## config.mk

```make
export PLATFORM = sky130hd
export DESIGN_NAME = alu_issue_ctrl
export DESIGN_NICKNAME = d
export VERILOG_FILES = /design/src/rtl/alu_issue_ctrl.sv
export SDC_FILE = /design/constraint.sdc
export NUM_CORES = 1
export LEC_CHECK = 0
export CORE_AREA = 2 2 176 178
export CTS_CLUSTER_SIZE = 20
export DETAILED_ROUTE_END_ITERATION = 6
export DIE_AREA = 0 0 178 180
export GPL_ROUTABILITY_DRIVEN = 0
export SYNTH_ARGS = -nofsm -noshare
export SYNTH_HDL_FRONTEND = slang
export SYNTH_SLANG_ARGS = --single-unit
```

## constraint.sdc

```tcl
create_clock -name clk -period 2.17 [get_ports clk]
set_input_delay 0.3255 -clock clk [delete_from_list [all_inputs] [get_ports clk]]
set_output_delay 0.3255 -clock clk [all_outputs]
set_load 0.02 [all_outputs]
```

## src/rtl/alu_issue_ctrl.sv

```systemverilog
// alu_issue_ctrl: sequencing front-end for the 8-bit ALU.
// Accepts an instruction, reads two operands from the internal register file,
// presents them to the ALU, captures the result and writes it back.
// Optional build macro: DIV0_TRAP_EN (divide-by-zero traps instead of writing back).
module alu_issue_ctrl #(
    parameter int ADDR_W = 3
) (
    input  logic                  clk,
    input  logic                  rst,
    input  logic                  instr_valid,
    output logic                  instr_ready,
    input  logic [4+3*ADDR_W-1:0] instr,
    input  logic                  host_wr_en,
    input  logic [ADDR_W-1:0]     host_wr_addr,
    input  logic [7:0]            host_wr_data,
    input  logic [ADDR_W-1:0]     dbg_rd_addr,
    output logic [7:0]            dbg_rd_data,
    output logic [7:0]            alu_operand1,
    output logic [7:0]            alu_operand2,
    output logic [3:0]            alu_opcode,
    input  logic [15:0]           alu_result,
    input  logic                  alu_flagC,
    output logic                  done,
    output logic [15:0]           result_out,
    output logic                  flag_c,
    output logic                  flag_z,
    output logic                  div0_err
);

    localparam int IW   = 4 + 3 * ADDR_W;
    localparam int NREG = 1 << ADDR_W;

    localparam logic [1:0] S_IDLE = 2'd0;
    localparam logic [1:0] S_READ = 2'd1;
    localparam logic [1:0] S_EXEC = 2'd2;
    localparam logic [1:0] S_WB   = 2'd3;

    localparam logic [3:0] OP_ADD = 4'b0000;
    localparam logic [3:0] OP_SUB = 4'b0001;
    localparam logic [3:0] OP_MUL = 4'b0010;
    localparam logic [3:0] OP_DIV = 4'b0011;

    logic [1:0]        state_q, state_d;
    logic [3:0]        opcode_q;
    logic [ADDR_W-1:0] rd_q, rs1_q, rs2_q;
    logic [ADDR_W-1:0] rdPlusOne;
    logic [7:0]        regFile_q [NREG];
    logic [7:0]        regFile_d [NREG];
    logic [7:0]        operand1_q, operand2_q;
    logic [3:0]        aluOpcode_q;
    logic [15:0]       wbResult_q;
    logic              wbCarry_q;
    logic              trap_q;
    logic              divTrap;
    logic              done_q;
    logic [15:0]       resultOut_q;
    logic              flagC_q, flagZ_q;
    logic              carryOp;

    assign instr_ready  = (state_q == S_IDLE);
    assign dbg_rd_data  = regFile_q[dbg_rd_addr];
    assign alu_operand1 = operand1_q;
    assign alu_operand2 = operand2_q;
    assign alu_opcode   = aluOpcode_q;
    assign done         = done_q;
    assign result_out   = resultOut_q;
    assign flag_c       = flagC_q;
    assign flag_z       = flagZ_q;
    assign rdPlusOne    = rd_q + ADDR_W'(1);
    assign carryOp      = (opcode_q == OP_ADD) || (opcode_q == OP_SUB);

`ifdef DIV0_TRAP_EN
    logic div0Err_q;

    assign divTrap  = (opcode_q == OP_DIV) && (operand2_q == 8'h00);
    assign div0_err = div0Err_q;

    // Pulse the divide-by-zero error alongside done for a trapped instruction.
    always_ff @(posedge clk) begin
        if (rst) begin
            div0Err_q <= 1'b0;
        end else begin
            div0Err_q <= (state_q == S_WB) && trap_q;
        end
    end
`else
    assign divTrap  = 1'b0;
    assign div0_err = 1'b0;
`endif

    // Advance through accept, operand read, execute and writeback.
    always_comb begin
        state_d = state_q;
        case (state_q)
            S_IDLE:  if (instr_valid) state_d = S_READ;
            S_READ:  state_d = S_EXEC;
            S_EXEC:  state_d = S_WB;
            S_WB:    state_d = S_IDLE;
            default: state_d = S_IDLE;
        endcase
    end

    // Register file next value: host load first, writeback overrides it on a collision.
    always_comb begin
        for (int i = 0; i < NREG; i++) begin
            regFile_d[i] = regFile_q[i];
        end
        if (host_wr_en) begin
            regFile_d[host_wr_addr] = host_wr_data;
        end
        if ((state_q == S_WB) && !trap_q) begin
            regFile_d[rd_q] = wbResult_q[7:0];
            if (opcode_q == OP_MUL) begin
                regFile_d[rdPlusOne] = wbResult_q[15:8];
            end
        end
    end

    // Register file storage; reset clears it and drops any coincident host write.
    always_ff @(posedge clk) begin
        if (rst) begin
            for (int i = 0; i < NREG; i++) begin
                regFile_q[i] <= 8'h00;
            end
        end else begin
            for (int i = 0; i < NREG; i++) begin
                regFile_q[i] <= regFile_d[i];
            end
        end
    end

    // Pipeline datapath: latch the instruction, drive the ALU, capture and retire the result.
    always_ff @(posedge clk) begin
        if (rst) begin
            state_q     <= S_IDLE;
            opcode_q    <= 4'h0;
            rd_q        <= '0;
            rs1_q       <= '0;
            rs2_q       <= '0;
            operand1_q  <= 8'h00;
            operand2_q  <= 8'h00;
            aluOpcode_q <= 4'h0;
            wbResult_q  <= 16'h0000;
            wbCarry_q   <= 1'b0;
            trap_q      <= 1'b0;
            done_q      <= 1'b0;
            resultOut_q <= 16'h0000;
            flagC_q     <= 1'b0;
            flagZ_q     <= 1'b0;
        end else begin
            state_q <= state_d;
            done_q  <= 1'b0;
            case (state_q)
                S_IDLE: begin
                    if (instr_valid) begin
                        opcode_q <= instr[IW-1 -: 4];
                        rd_q     <= instr[3*ADDR_W-1 -: ADDR_W];
                        rs1_q    <= instr[2*ADDR_W-1 -: ADDR_W];
                        rs2_q    <= instr[ADDR_W-1:0];
                    end
                end
                S_READ: begin
                    operand1_q  <= regFile_q[rs1_q];
                    operand2_q  <= regFile_q[rs2_q];
                    aluOpcode_q <= opcode_q;
                end
                S_EXEC: begin
                    wbResult_q <= alu_result;
                    wbCarry_q  <= alu_flagC;
                    trap_q     <= divTrap;
                end
                S_WB: begin
                    done_q <= 1'b1;
                    if (!trap_q) begin
                        resultOut_q <= wbResult_q;
                        flagZ_q     <= (wbResult_q == 16'h0000);
                        if (carryOp) begin
                            flagC_q <= wbCarry_q;
                        end
                    end
                end
                default: ;
            endcase
        end
    end

endmodule
```

**Word-level counts from Yosys, hierarchy flattened**

Memory sizes are Yosys's and may differ from the RTL's. A register that Yosys moved wholly into a read port is not among the register bits.
Index checks and enable logic that the tools add are counted.

- Flip-flop bits (word level): 55
- RAM bits: 64
- Memories kept: 1

- Add/subtract/negate cells: 1
- $lt $le $gt $ge: 6
- Equal/unequal tests: 6
- Multiplexer cells: 26
- Bitwise logic cells: 11
- Reduce and logical (&&, ||, !) cells: 9

Memories:

| name | depth | width | read ports | clocked after Yosys merged registers in | wr ports | RTL line | RTL |
|---|---|---|---|---|---|---|---|
| regFile_q | 8 | 8 | 11 | 2 | 8 | 47 | `logic [7:0] regFile_q [NREG];` |

Operators with widths:

| cell | count |
|---|---|
| $bwmux W64 | 3 |
| $mux W64 | 3 |
| $mux W8 | 11 |
| $demux W8 S3 | 3 |
| $logic_not A16 Y1 | 1 |
| $ge A4 B4 Y1 const B | 3 |
| $lt A4 B1 Y1 const B | 3 |
| $not A3 Y4 | 3 |
| $or A1 B1 Y1 | 8 |
| $pmux W2 S4 | 1 |
| $eq A2 B2 Y1 const B | 2 |
| $eq A4 B1 Y1 const B | 1 |
| $eq A4 B2 Y1 const B | 1 |
| $logic_not A4 Y1 | 1 |
| $mux W1 | 4 |
| $reduce_and A2 Y1 | 2 |
| $add A3 B1 Y3 const B | 1 |
| $logic_and A1 B1 Y1 | 3 |
| $eq A2 B1 Y1 const B | 1 |
| $logic_not A2 Y1 | 1 |
| $mux W2 | 1 |
| $ne A2 B2 Y1 const B | 1 |
| $logic_or A1 B1 Y1 | 1 |

**Logic depth before layout (Yosys ltp)**

Gate-level depths: netlist (run 1).

- Depth in word-level cells: 12
- Depth in mapped cells: 8
- Gate-level depth less buffers: 5

**Worst setup path before layout (run 1)**

OpenSTA, ideal clock, no wires.

- Path type: input port to output port
- Start: in dbg_rd_addr[0]
- End: out dbg_rd_data[0]
- Arrival time: 1.872 ns
- Data required time: 1.845 ns
- Path slack: -0.027 ns
- Stages: 4
- Buffers on the path: 2
- Cells stage by stage: clkbuf_1 > buf_2 > mux4_2 > mux2_2

- Longest elaborated chain between the ends: 1

Ends and longest elaborated chain:

| what | RTL line | RTL |
|---|---|---|
| start: declaration | 16 | `input logic [ADDR_W-1:0] dbg_rd_addr,` |
| $mem_v2 Z8 W8 | -- |  |
| end: declaration | 17 | `output logic [7:0] dbg_rd_data,` |

No other way between the ends.

==> flow_metrics.py, run 1 <==
metrics = {
    "run_status": {
        "outcome": "finished, final reports clean",
    },
    "setup_path": {
        "critPathMaxStageDelay_ns": 0.47,
        "critPathKind": "flip-flop to primary output",
        "worstPathMaxFanout": 2,
        "cp-start-kind": "flip-flop",
        "worstPathArrival_ns": 1.79,
        "path_cells": "mux4_2, mux2_2, clkdlybuf4s15_2",
        "critPathRequiredTime_ns": 1.84,
        "critical_path.endpoint_type": "primary output",
        "timing.reg2reg.setup_slack_ns": 0.12,
        "critical-path-slowest-cell": "sky130_fd_sc_hd__mux4_2",
    },
    "drt": {
        "antenna_left": 0,
        "avgRoutedWirePerCell_um": 18.7,
        "detail_route.vias_per_cell": 5.03,
        "routed_wirelength_um": 24200,
        "dr_total_vias": 6513,
        "drt-initial-drc-count": 689,
        "dr.pass1.iters": 5,
        "final_routed_drc_violation_total": 0,
    },
    "clocking": {
        "cts_tree": "built",
        "tritoncts.num_buffers": 17,
        "clock_path_buffers": 2,
        "clk_latency_ns": 0.42,
        "cts_hold_repair.buffers": 0,
        "cts.clk_slew.worst_paths_ns": 0.07,
        "clk_root_buffer_cell": "sky130_fd_sc_hd__clkbuf_16",
        "clock-sinks": 135,
        "htree_num_levels": 4,
    },
    "pwr": {
        "share_clk_of_total_power_pct": 34.1,
        "cell_internal_pwr_uw": 5990,
        "p_sw_uw": 3000,
        "power_leakage_uw": 0.00363,
        "power.sequential.fraction_pct": 35.3,
        "irDropWorstVdd_mv": 0.452,
        "net_switching_share_of_the_total_power_pct": 33.3,
        "gate_power_share_pct": 30.6,
        "pwr_density_cell_nw_per_um2": 918,
    },
    "logic_synthesis": {
        "ys_top_cells_by_area": "sky130_fd_sc_hd__dfxtp_1 (36%), sky130_fd_sc_hd__mux4_2 (15%), sky130_fd_sc_hd__mux2i_1 (14%)",
        "synth-edff-count": 0,
        "synthDominantCellAreaShare_pct": 36.3,
        "postSynthAreaPerCell_um2": 9.57,
        "ys.warnings.count": 0,
        "synth.most_common_cell": "sky130_fd_sc_hd__dfxtp_1",
        "combinational_family_with_the_most_area_after_synthesis": "multiplexers",
        "synth_mux_area_share_pct": 29.6,
        "synth.cell_area_um2": 7450,
        "synth_xor_xnor_area_share_pct": 0.235,
        "post_synth_fa_ha_maj_area_fraction_pct": 0.840,
        "synth_simple_gate_area_share_pct": 10.6,
        "synth_seq_cells": 135,
        "yosys.cell_types.count": 45,
        "yosys-top-cells-count": "sky130_fd_sc_hd__dfxtp_1 (135), sky130_fd_sc_hd__a21oi_1 (110), sky130_fd_sc_hd__mux2i_1 (103), sky130_fd_sc_hd__o21ai_0 (60), sky130_fd_sc_hd__nor2_1 (57)",
        "complex_gate_fraction_of_the_synthesized_area_pct": 16.4,
        "synth.net_count": 831,
        "synth_largest_area_cell": "sky130_fd_sc_hd__dfxtp_1",
        "synth_sequential_area_ratio_pct": 36.3,
        "prevailing_post_synth_register_cell": "sky130_fd_sc_hd__dfxtp_1",
        "synthArstFlopShare_pct": 0,
        "netlist_instances": 778,
    },
    "sta": {
        "finalSetupViolations": 0,
        "final_hold_viol_count": 0,
        "max_slew_margin_pct": 66.0,
        "maximum_achievable_frequency_mhz": 473,
        "worstMarginPinSlew_ns": 0.503,
        "final.min_clock_period_ns": 2.11,
        "worst_clock_skew_ns": 0.00945,
        "unrepaired_setup_endpoints_after_global_routing": "false",
        "fin_crit_sh_pct": 97.4,
        "fin_tns_setup_ns": 0,
        "timing.final.max_slew_violations": 0,
    },
    "die": {
        "fp.dieW_um": 178,
        "design.core.area_um2": 30200,
        "core.rowCount": 64,
        "die_area_um2": 32000,
        "ioPinCount": 97,
        "initial_core_util_pct": 24.7,
        "fp.dieH_um": 180,
    },
    "global_routing": {
        "grtUsageTotal_pct": 15.3,
        "grt_start_max_net_pins": 42,
        "global_route.overflow_total": 0,
        "grt_pass1_wl_um": 37500,
        "first_global_vias": 6316,
        "grt_antenna_before_repair": 0,
    },
    "final_layout": {
        "post_route_cells_drive_above_1_share_pct": 21.4,
        "antennaDiodeCount": 0,
        "final_nets": 940,
        "area_growth_pct": 31.4,
        "final_design_area_no_fill_um2": 9790,
    },
    "worst_hold_path": {
        "hold_class": "primary input to flip-flop",
    },
    "placement": {
        "placed_cell_area_um2": 9150,
        "placed_wire_length_estimate_um": 18600,
        "port_buffers": 95,
    },
    "flow_run": {
        "cap_violations": 0,
    },
}
-- worst max-delay path, delay by kind of cell, from the launching register on --
kind     cells  cell delay, ns
mux          2            0.76
buf+inv      1            0.25
flops        1            0.35
-- metal layers --
layer	GRT usage, %	wire, um
met1	22.3	11100
met2	22.6	10600
met3	3.70	2290
met4	3.54	227
met5	0	0
-- logic make-up after synthesis --
logic type,count (synthesis)
adder cells (fa/ha/maj),5
buffers and inverters,92
other,1
multiplexers,159
AO/OA/AOI/OAI,227
AND/OR/NAND/NOR,157
flip-flops,135
XOR/XNOR,2
-- final cells by class --
| type | instances | area [um^2] |
|---|---|---|
| Multi-Input combinational cell | 551 | 4320 |
| Tap cell | 396 | 495 |
| Sequential cell | 135 | 2700 |
| Clock buffer | 21 | 470 |
| Timing Repair Buffer | 180 | 1640 |
| Inverter | 2 | 7.51 |
| Clock inverter | 10 | 144 |
| Fill cell | 3101 | 20400 |
-- flip-flops by register name, indices dropped and copies added, names as in the netlist --
register / count
wbCarry_q: 1
alu_operand1: 8
regFile_q: 64
rs1_q: 3
flag_z: 1
rs2_q: 3
alu_opcode: 4
alu_operand2: 8
done: 1
wbResult_q: 16
opcode_q: 4
state_q: 2
flag_c: 1
result_out: 16
rd_q: 3
-- metrics by stage --
step	util [%]	cells	hold slack (ns)	total power, uW	worst slack, ns
finish	32.4	1295	0.455	8990	0.0563
global route	32.4	1295	0.454	9470	0.00822
CTS	32.5	1295	0.447	9050	0.0117
detailed placement	30.3	1263	0.465	5980	-0.535
global placement	30.3	1263	0.457	5930	-0.525
floorplan	-	778	0.444	4940	0.0609
-- cell usage in the layout, fill, tap and decap left out, types with 17 or more instances in the layout --
cell type,instances
sky130_fd_sc_hd__mux4_2,48
sky130_fd_sc_hd__clkbuf_16,17
sky130_fd_sc_hd__mux2i_1,103
sky130_fd_sc_hd__a21oi_1,110
sky130_fd_sc_hd__o21ai_0,60
sky130_fd_sc_hd__clkdlybuf4s50_1,84
sky130_fd_sc_hd__nor2_1,57
sky130_fd_sc_hd__nor3_1,17
sky130_fd_sc_hd__a31oi_1,32
sky130_fd_sc_hd__nand2_1,35
sky130_fd_sc_hd__buf_4,81
sky130_fd_sc_hd__dfxtp_1,135
-- what timing repair did --
item                                    4_1_cts  5_1_grt
buffers inserted                              0        0
cloned                                        1        0
gates resized for setup                      27        6
endpoints found under the setup margin        8        9
-- path summary, 6_finish.rpt --
path | depth (start not counted) | start | end
worst max-delay path | 3 | regFile_q[5][2] | dbg_rd_data[2]
worst min-delay path | 3 | instr[8] | rd_q[2]
worst max register to register | 5 | opcode_q[0] | regFile_q[7][4]
worst min register to register | 2 | alu_operand1[0] | alu_operand1[0]
-- power groups by stage --
stage	Combinational (uW)	Clock (uW)	Sequential, uW
final	2750	3070	3170
after global routing	3020	3230	3230
after CTS	2770	3110	3170
after detailed placement	2760	0	3220
after global placement	2720	0	3210
after floorplan	1720	0	3210
Note: power is estimated with default switching activity, not from simulation.
==> run 2: changes to the inputs <==
- ABC_AREA: unset -> 0
- clock period: 2.17 -> 1.9 ns (I/O delays scaled with it)
==> run 2 against run 1 <==
Against the previous run: largest cell class unchanged; worst setup slack got worse by 0.087 ns; clock power rose by 11%; the flow now finishes with violations (negative setup slack); routed wire length rose by 10%; largest power group is now combinational cells.
==> flow_metrics.py, run 2 (same netlist as run 1, synthesis figures left out) <==
metrics = {
    "run_status": {
        "outcome": "complete, but fails checks",
        "failing_checks": "negative setup slack",
    },
    "sta": {
        "max_slew_margin_pct": 58.7,
        "final_hold_viol_count": 0,
        "unrepaired_setup_endpoints_after_global_routing": "true",
        "maximum_achievable_frequency_mhz": 518,
        "worstMarginPinSlew_ns": 0.619,
        "finalSetupViolations": 20,
        "worst_clock_skew_ns": 0.0161,
        "timing.final.max_slew_violations": 0,
        "fin_crit_sh_pct": 102,
        "final.min_clock_period_ns": 1.93,
        "final.setup.worst_slack_ns": -0.0312,
    },
    "final_layout": {
        "layout_commonest_cell": "sky130_fd_sc_hd__buf_4",
        "nFillCells": 2977,
        "largest_register_ffs": 64,
        "total_area_of_multi_input_combinational_cells_um2": 4550,
        "register_area_um2": 2740,
        "area_growth_pct": 44.2,
        "finish.utilization_pct": 35.6,
        "post_route_cells_drive_above_1_share_pct": 32.9,
        "final_nets": 1018,
        "antennaDiodeCount": 0,
        "final_design_area_no_fill_um2": 10700,
        "stdcell_count": 1374,
        "max_flop_register": "regFile_q",
        "final_cell_mix": "sky130_fd_sc_hd__buf_4 (146), sky130_fd_sc_hd__a21oi_1 (108), sky130_fd_sc_hd__dfxtp_1 (108)",
    },
    "setup_path": {
        "critical_path.top_delay_family": "simple AND/OR/NAND/NOR gates",
        "timing.critical_path.depth": 5,
        "worstPathMaxFanout": 6,
        "timing.reg2reg.setup_slack_ns": -0.03,
        "critical_path.reg2reg.endpoint": "regFile_q[3][0]",
        "critPathRequiredTime_ns": 2.18,
        "worstPathArrival_ns": 2.21,
        "cp-endpoint": "regFile_q[3][0]",
        "critPathKind": "flip-flop to flip-flop",
        "worst-path-buf-inv": 1,
        "r2r.worst_path.cells": 5,
        "source_of_the_worst_register_to_register_timing_path": "opcode_q[3]",
        "critical_path.endpoint_type": "flip-flop",
        "critical-path-slowest-cell": "sky130_fd_sc_hd__or4b_4",
        "critPathMaxStageDelay_ns": 0.56,
        "cp-start-kind": "flip-flop",
        "path_cells": "or4b_4, or4_4, buf_12, o21ai_4, a31oi_1",
        "crit_start": "opcode_q[3]",
    },
    "drt": {
        "routed_wirelength_um": 26700,
        "dr_total_vias": 6982,
        "antenna_left": 0,
        "detail_route.vias_per_cell": 5.08,
        "avgRoutedWirePerCell_um": 19.4,
        "final_routed_drc_violation_total": 0,
        "drt-initial-drc-count": 668,
        "dr.pass1.iters": 5,
    },
    "placement": {
        "placed_wire_length_estimate_um": 20000,
        "placed_cell_area_um2": 9790,
        "dp.cells": 1337,
        "port_buffers": 95,
        "dp_worst_setup_slack_ns": -0.733,
    },
    "global_routing": {
        "grt_start_max_net_pins": 33,
        "grt_pass1_wl_um": 40700,
        "global_route.overflow_total": 0,
        "first_global_vias": 6864,
        "grtUsageTotal_pct": 16.7,
        "grt_antenna_before_repair": 2,
    },
    "flow_run": {
        "cap_violations": 0,
    },
    "pwr": {
        "pwr_density_cell_nw_per_um2": 986,
        "irDropWorstVdd_mv": 0.560,
        "power_leakage_uw": 0.00415,
    },
    "clocking": {
        "clock-sinks": 135,
        "cts_hold_repair.buffers": 0,
        "clk_latency_ns": 0.43,
        "cts_tree": "built",
        "clk_root_buffer_cell": "sky130_fd_sc_hd__clkbuf_16",
        "clock_path_buffers": 2,
        "htree_num_levels": 4,
        "cts.clk_slew.worst_paths_ns": 0.07,
        "tritoncts.num_buffers": 17,
    },
    "die": {
        "die_area_um2": 32000,
        "design.core.area_um2": 30200,
        "initial_core_util_pct": 24.7,
        "core.rowCount": 64,
        "ioPinCount": 97,
        "fp.dieH_um": 180,
        "fp.dieW_um": 178,
    },
    "worst_hold_path": {
        "hold_class": "primary input to flip-flop",
    },
}
[run 2: how the worst min path moves through the flow]
stage / slack (ns) / startpoint / to / depth (start not counted)
after global routing: 0.34 / rst / regFile_q[5][4] / 4
after CTS: 0.31 / rst / regFile_q[5][4] / 4
after global placement: 0.47 / alu_operand1[0] / alu_operand1[0] / 2
after detailed placement: 0.46 / alu_operand1[7] / alu_operand1[7] / 2
after floorplan: 0.41 / instr[6] / rd_q[0] / 2
final: 0.33 / rst / regFile_q[5][4] / 4
[run 2: cell type report]
class                   count  area share, %
clock buffers              18           4.09
clock inverters            14           1.47
inverters                   2         0.0699
well taps                 396           4.61
repair buffers            258           21.9
flip-flops and latches    135           25.5
multi-input cells         551           42.4
[run 2: layer usage]
metal / vias to the layer above / routed length [um] / part of all wire, % / track usage (%)
met4: 4 / 564 / 2.1 / 4.92
li1: 3274 / - / - / -
met2: 338 / 11700 / 44 / 24.9
met1: 3316 / 12100 / 45 / 23.3
met5: - / 30 / 0.11 / 0
met3: 50 / 2350 / 8.8 / 4.70
[run 2: report_power, final]
part / switching [uW] / total, uW / internal, uW
clock network: 1500 / 3400 / 1900
logic: 1940 / 3650 / 1720
registers: 312 / 3530 / 3220
total: 3750 / 10600 / 6840
[run 2: worst min-delay path: cells and delay by family]
family / cells / cell delay (ns)
AO/OA/AOI/OAI: 3 / 0.18
buffers and inverters: 1 / 0.22
[run 2: timing repair]
action,4_1_cts,5_1_grt
gates resized for setup,111,53
buffers inserted,5,0
cloned,2,0
endpoints found under the setup margin,41,43
pin swaps,6,4
[run 2: per-stage QoR]
stage / hold slack (ns) / total power, uW / TNS, ns
after CTS: 0.308 / 10600 / -0.918
after floorplan: 0.411 / 5650 / 0
after global routing: 0.335 / 11100 / -1.32
after global placement: 0.465 / 7090 / -7.71
after detailed placement: 0.465 / 7140 / -8.32
final: 0.334 / 10600 / -0.328
==> patch 1 (config.mk and constraints of run 2) <==
Build with the macro `DIV0_TRAP_EN` defined.
--- a/src/rtl/alu_issue_ctrl.sv
+++ b/src/rtl/alu_issue_ctrl.sv
@@ -3,4 +3,6 @@
 // presents them to the ALU, captures the result and writes it back.
 // Optional build macro: DIV0_TRAP_EN (divide-by-zero traps instead of writing back).
+`define DIV0_TRAP_EN
+
 module alu_issue_ctrl #(
     parameter int ADDR_W = 3
Check against the original RTL: not equivalent (a bounded check fails within 10 cycles, from zero or initial values and one cycle with rst high).
==> patch 1 against run 2 <==
The flow still finishes with violations (setup timing). Count of clock-buffer cells in the layout unchanged. Sequential cell count up 2. Sequential share of layout area up 0.22 points. Final cell count up 3.4%. Synthesized area up 1.8%. Clock skew up 0.0054 ns. Non-clock buffer count down 10. Die area unchanged. Worst setup slack worse by 0.018 ns. Design area about the same. Power down 1.5%. Critical path depth down 2. Wire length down 0.76%. Highest routed layer unchanged.
==> patch 1: results (changes against run 2) <==
synth_area_leaders: "dfxtp_1 (36%), mux4_2 (14%), nand2_1 (6.5%), mux2i_1 (6.2%), a21oi_1 (5.8%)"
slowest_delay_ns: 0.47  # -0.09 ns
vdd_drop_max_mv: 0.554  # -1.1%
syn_inst: 812  # +4.4%
use_met1: 0.226  # -0.00702
final_cells: 1421  # +3.4%
cp-endpoint: "dbg_rd_data[5]"
setup_viol: 8  # -60%
wl_met1_mm: 11.8  # -2.2%
fin_tns_setup_ns: -0.321  # +0.00714 ns
grt_pass1_wl_mm: 41.0  # +0.85%
use_met3: 0.0436  # -0.00338
startpoint: "regFile_q[3][5]$_SDFF_PP0_"
num_antenna_cells: 1  # +1
grt_usage: 0.168  # +0.00115
ff_latch_area_um2: 2760  # +0.82%
setup_slack_ns: -0.0493  # -0.0181 ns
gr-usage-met2: 0.265  # +0.0163
leakagePower_nw: 4.00  # -3.7%
regToRegSetupSlack_ns: 0.06  # +0.09 ns
grt_pass1_vias: 7058  # +2.8%
worstPathMaxFanout: 2  # -4
clock_area_frac: 0.0545  # -0.00103
skew_ns: 0.0215  # +0.00542 ns
syn_nets: 865  # +4.1%
post-place-ws_ns: -0.715  # +0.0176 ns
ys_seq_area_frac: 0.362  # -0.00125
dr_wl_met2_mm: 12.3  # +5.0%
tightestPinTransition_ns: 0.604  # -0.0155 ns
violations: "setup timing"
nMultiInputCombCells: 596  # +8.2%
port_buffers: 96  # +1.1%
cpMaxStageDelayCell: "mux4_2"
inv_count: 11  # +9
ys_top_cells_by_count: "dfxtp_1 (137), nand2_1 (131), a21oi_1 (88)"
n_fill_cell: 3041  # +2.1%
vias: 7216  # +3.4%
layout.nets: 1064  # +4.5%
p_sw_frac: 0.350  # -0.00399
drive_gt1_frac: 0.314  # -0.0148
multi_input_area_share: 0.428  # +0.00434
cpLargestDelayFamily: "multiplexers"
buf_share: 0.210  # -0.00889
r2r_end: "regFile_q[6][1]$_SDFF_PP0_"
grt_max_degree: 51  # +55%
wirelength_mm: 26.5  # -0.76%
status: "finished, violations left"
synth_cell_types: 48  # +6.7%
ys.flop_type: "dfxtp_1"
top_register: "regFile_q"
rr_worst_depth: 4  # -1
wl_met3_mm: 2.16  # -8.3%
patch 1: cell families after synthesis:
logic type / after synthesis / share of synthesized area
xor+xnor: 2 / 0.00231
simple gates: 245 / 0.148
buf+inv: 79 / 0.0414
fa+ha+maj: 5 / 0.00825
flops: 137 / 0.362
compound gates: 217 / 0.187
mux: 127 / 0.252
patch 1: worst min path at each step:
stage	from	end	slack, ns	cells past startpoint
after floorplan	instr[10]	opcode_q[1]$_SDFFE_PP0P_	0.42	2
after global placement	flag_z$_SDFFE_PP0P_	flag_z$_SDFFE_PP0P_	0.44	2
after detailed placement	result_out[9]$_SDFFE_PP0P_	result_out[9]$_SDFFE_PP0P_	0.45	2
after CTS	rst	rd_q[0]$_SDFFE_PP0P_	0.32	2
after global routing	rst	rd_q[1]$_SDFFE_PP0P_	0.35	2
final	rst	rd_q[0]$_SDFFE_PP0P_	0.32	2
patch 1: stage by stage:
stage / cell area [um2] / total power, W / hold slack, ns
2_1_floorplan: 7590 / 0.00561 / 0.421
3_3_place_gp: 9980 / 0.00705 / 0.443
3_5_place_dp: 9980 / 0.00710 / 0.449
4_1_cts: 10700 / 0.0105 / 0.318
5_1_grt: 10700 / 0.0110 / 0.355
6_report: 10700 / 0.0104 / 0.323
patch 1: power groups by stage:
stage / clock network [W] / logic [W] / registers, W
after floorplan: 0 / 0.00190 / 0.00371
after global placement: 0 / 0.00337 / 0.00368
after detailed placement: 0 / 0.00340 / 0.00369
after CTS: 0.00341 / 0.00344 / 0.00363
after global routing: 0.00352 / 0.00376 / 0.00369
final: 0.00336 / 0.00344 / 0.00363
patch 1: repair_timing:
action / 4_1_cts / 5_1_grt
endpoints found under the setup margin: 41 / 43
gates resized for setup: 75 / 24
gates cloned: 2 / 0
setup buffers: 3 / 0
pin swaps: 0 / 3
==> patch 2 (config.mk and constraints of run 2) <==
Made on the original files. Put a register stage on the output `dbg_rd_data`, cleared by the reset. The value now appears one clock later. The other outputs are not delayed to match.
--- a/src/rtl/alu_issue_ctrl.sv
+++ b/src/rtl/alu_issue_ctrl.sv
@@ -59,5 +59,11 @@
 
     assign instr_ready  = (state_q == S_IDLE);
-    assign dbg_rd_data  = regFile_q[dbg_rd_addr];
+    always_ff @(posedge clk) begin
+        if (rst) begin
+            dbg_rd_data <= '0;
+        end else begin
+            dbg_rd_data <= regFile_q[dbg_rd_addr];
+        end
+    end
     assign alu_operand1 = operand1_q;
     assign alu_operand2 = operand2_q;
Formal check against the unedited RTL: not equivalent (Yosys sat finds a counterexample within 4 cycles, from zero or initial values and one cycle with rst high).
==> patch 2 against run 2 <==
The flow still finishes with violations (setup timing). Synthesized area rose by 1.6%. Worst setup slack got worse by 0.037 ns. Clock power up 5%. Critical path depth down 1. Count of clock-buffer cells in the layout unchanged. Design area is 7.7% lower. Die area unchanged. Sequential cell count grew 8. Wire length fell by 13%. Power fell by 0.41%. Critical path type unchanged. Largest power group is now registers.
==> patch 2: results (changes against run 2) <==
status: "finished, violations left"
violations: "setup timing"
antenna_found_initial: 1  # -1
grt_pass1_vias: 6312  # -8.0%
fin_tns_setup_ns: -0.0685  # +0.260 ns
syn_nets: 849  # +2.2%
grt_usage: 0.145  # -0.0214
arrival_ns: 2.26  # +0.05 ns
n_all_buffers: 165  # -36%
n_fill_cell: 3082  # +3.5%
synthMuxAreaShare: 0.290  # -0.00587
buf_share: 0.160  # -0.0594
setup_viol: 1  # -95%
drt_pre_antenna_iters: 7  # +2
clock_area_frac: 0.0624  # +0.00688
dp_hpwl_mm: 17.6  # -12%
r2r_end: "regFile_q[1][5]$_SDFF_PP0_"
nMultiInputCombCells: 559  # +1.5%
cts_setup_buffers: 0  # -5
grt_max_degree: 53  # +61%
synth_warnings: 0  # unchanged
ff_latch_area_um2: 2860  # +4.5%
grt_pass1_wl_mm: 36.6  # -10%
drive_gt1_frac: 0.182  # -0.147
synthAdderAreaFrac: 0.00827  # -0.000129
top_register: "regFile_q"
vdd_drop_max_mv: 0.550  # -1.9%
clkSinkCount: 143  # +5.9%
slew-limit-headroom: 0.627  # +0.0405
layout.nets: 941  # -7.6%
clock_path_buffers: 2  # unchanged
p_switching_w: 0.00354  # -5.5%
hold_ws_ns: 0.375  # +0.0410 ns
top_layer: "met5"
synth_xor_area_frac: 0.00232  # -0.0000362
gr-usage-met2: 0.223  # -0.0251
rr_worst_depth: 4  # -1
routedWlPerCell_um: 17.9  # -7.8%
drt_iter0_drc: 461  # -31%
worstPathMaxFanout: 11  # +5
synth_area_leaders: "dfxtp_1 (38%), mux2i_1 (15%), mux4_2 (14%), a21oi_1 (6.7%), o21ai_0 (4.0%)"
use_met3: 0.0396  # -0.00740
cpMaxStageDelayCell: "or4_4"
synthArstFlopShare: 0  # unchanged
synth_cell_types: 37  # -18%
skew_ns: 0.0103  # -0.00583 ns
setup_slack_ns: -0.0685  # -0.0373 ns
use_met1: 0.206  # -0.0273
leakagePower_nw: 3.64  # -12%
vias_per_cell: 5.12  # +0.76%
slowest_delay_ns: 0.58  # +0.02 ns
wl_met1_mm: 10.7  # -11%
ys_seq_area_frac: 0.378  # +0.0156
dr_wl_met2_mm: 10.4  # -11%
wl_met3_mm: 1.93  # -18%
min_from: "rst"
-- patch 2: through the flow --
step / setup slack (ns) / area (um2) / std cells
after floorplan: 0.00708 / 7570 / 796
after global placement: -0.0101 / 9270 / 1267
after detailed placement: -0.0193 / 9270 / 1267
after CTS: -0.00673 / 9900 / 1299
after global routing: -0.0760 / 9920 / 1297
final: -0.0685 / 9920 / 1297
-- patch 2: power by group through the flow --
stage               combinational, W  clock [W]  sequential (W)
floorplan                    0.00190          0         0.00385
global placement             0.00316          0         0.00382
detailed placement           0.00321          0         0.00383
CTS                          0.00321    0.00362         0.00376
global route                 0.00351    0.00375         0.00383
finish                       0.00320    0.00357         0.00377
-- patch 2: timing repair --
item	in CTS	in global routing
hold buffers	0	0
pin swaps	1	3
gates resized for setup	8	28
endpoints found under the setup margin	20	35
-- patch 2: tightest hold or removal path, cell delays in order --
cell and delay, ns:
buf_4 0.30, a21oi_1 0.06, o21ai_0 0.07, a21oi_1 0.04
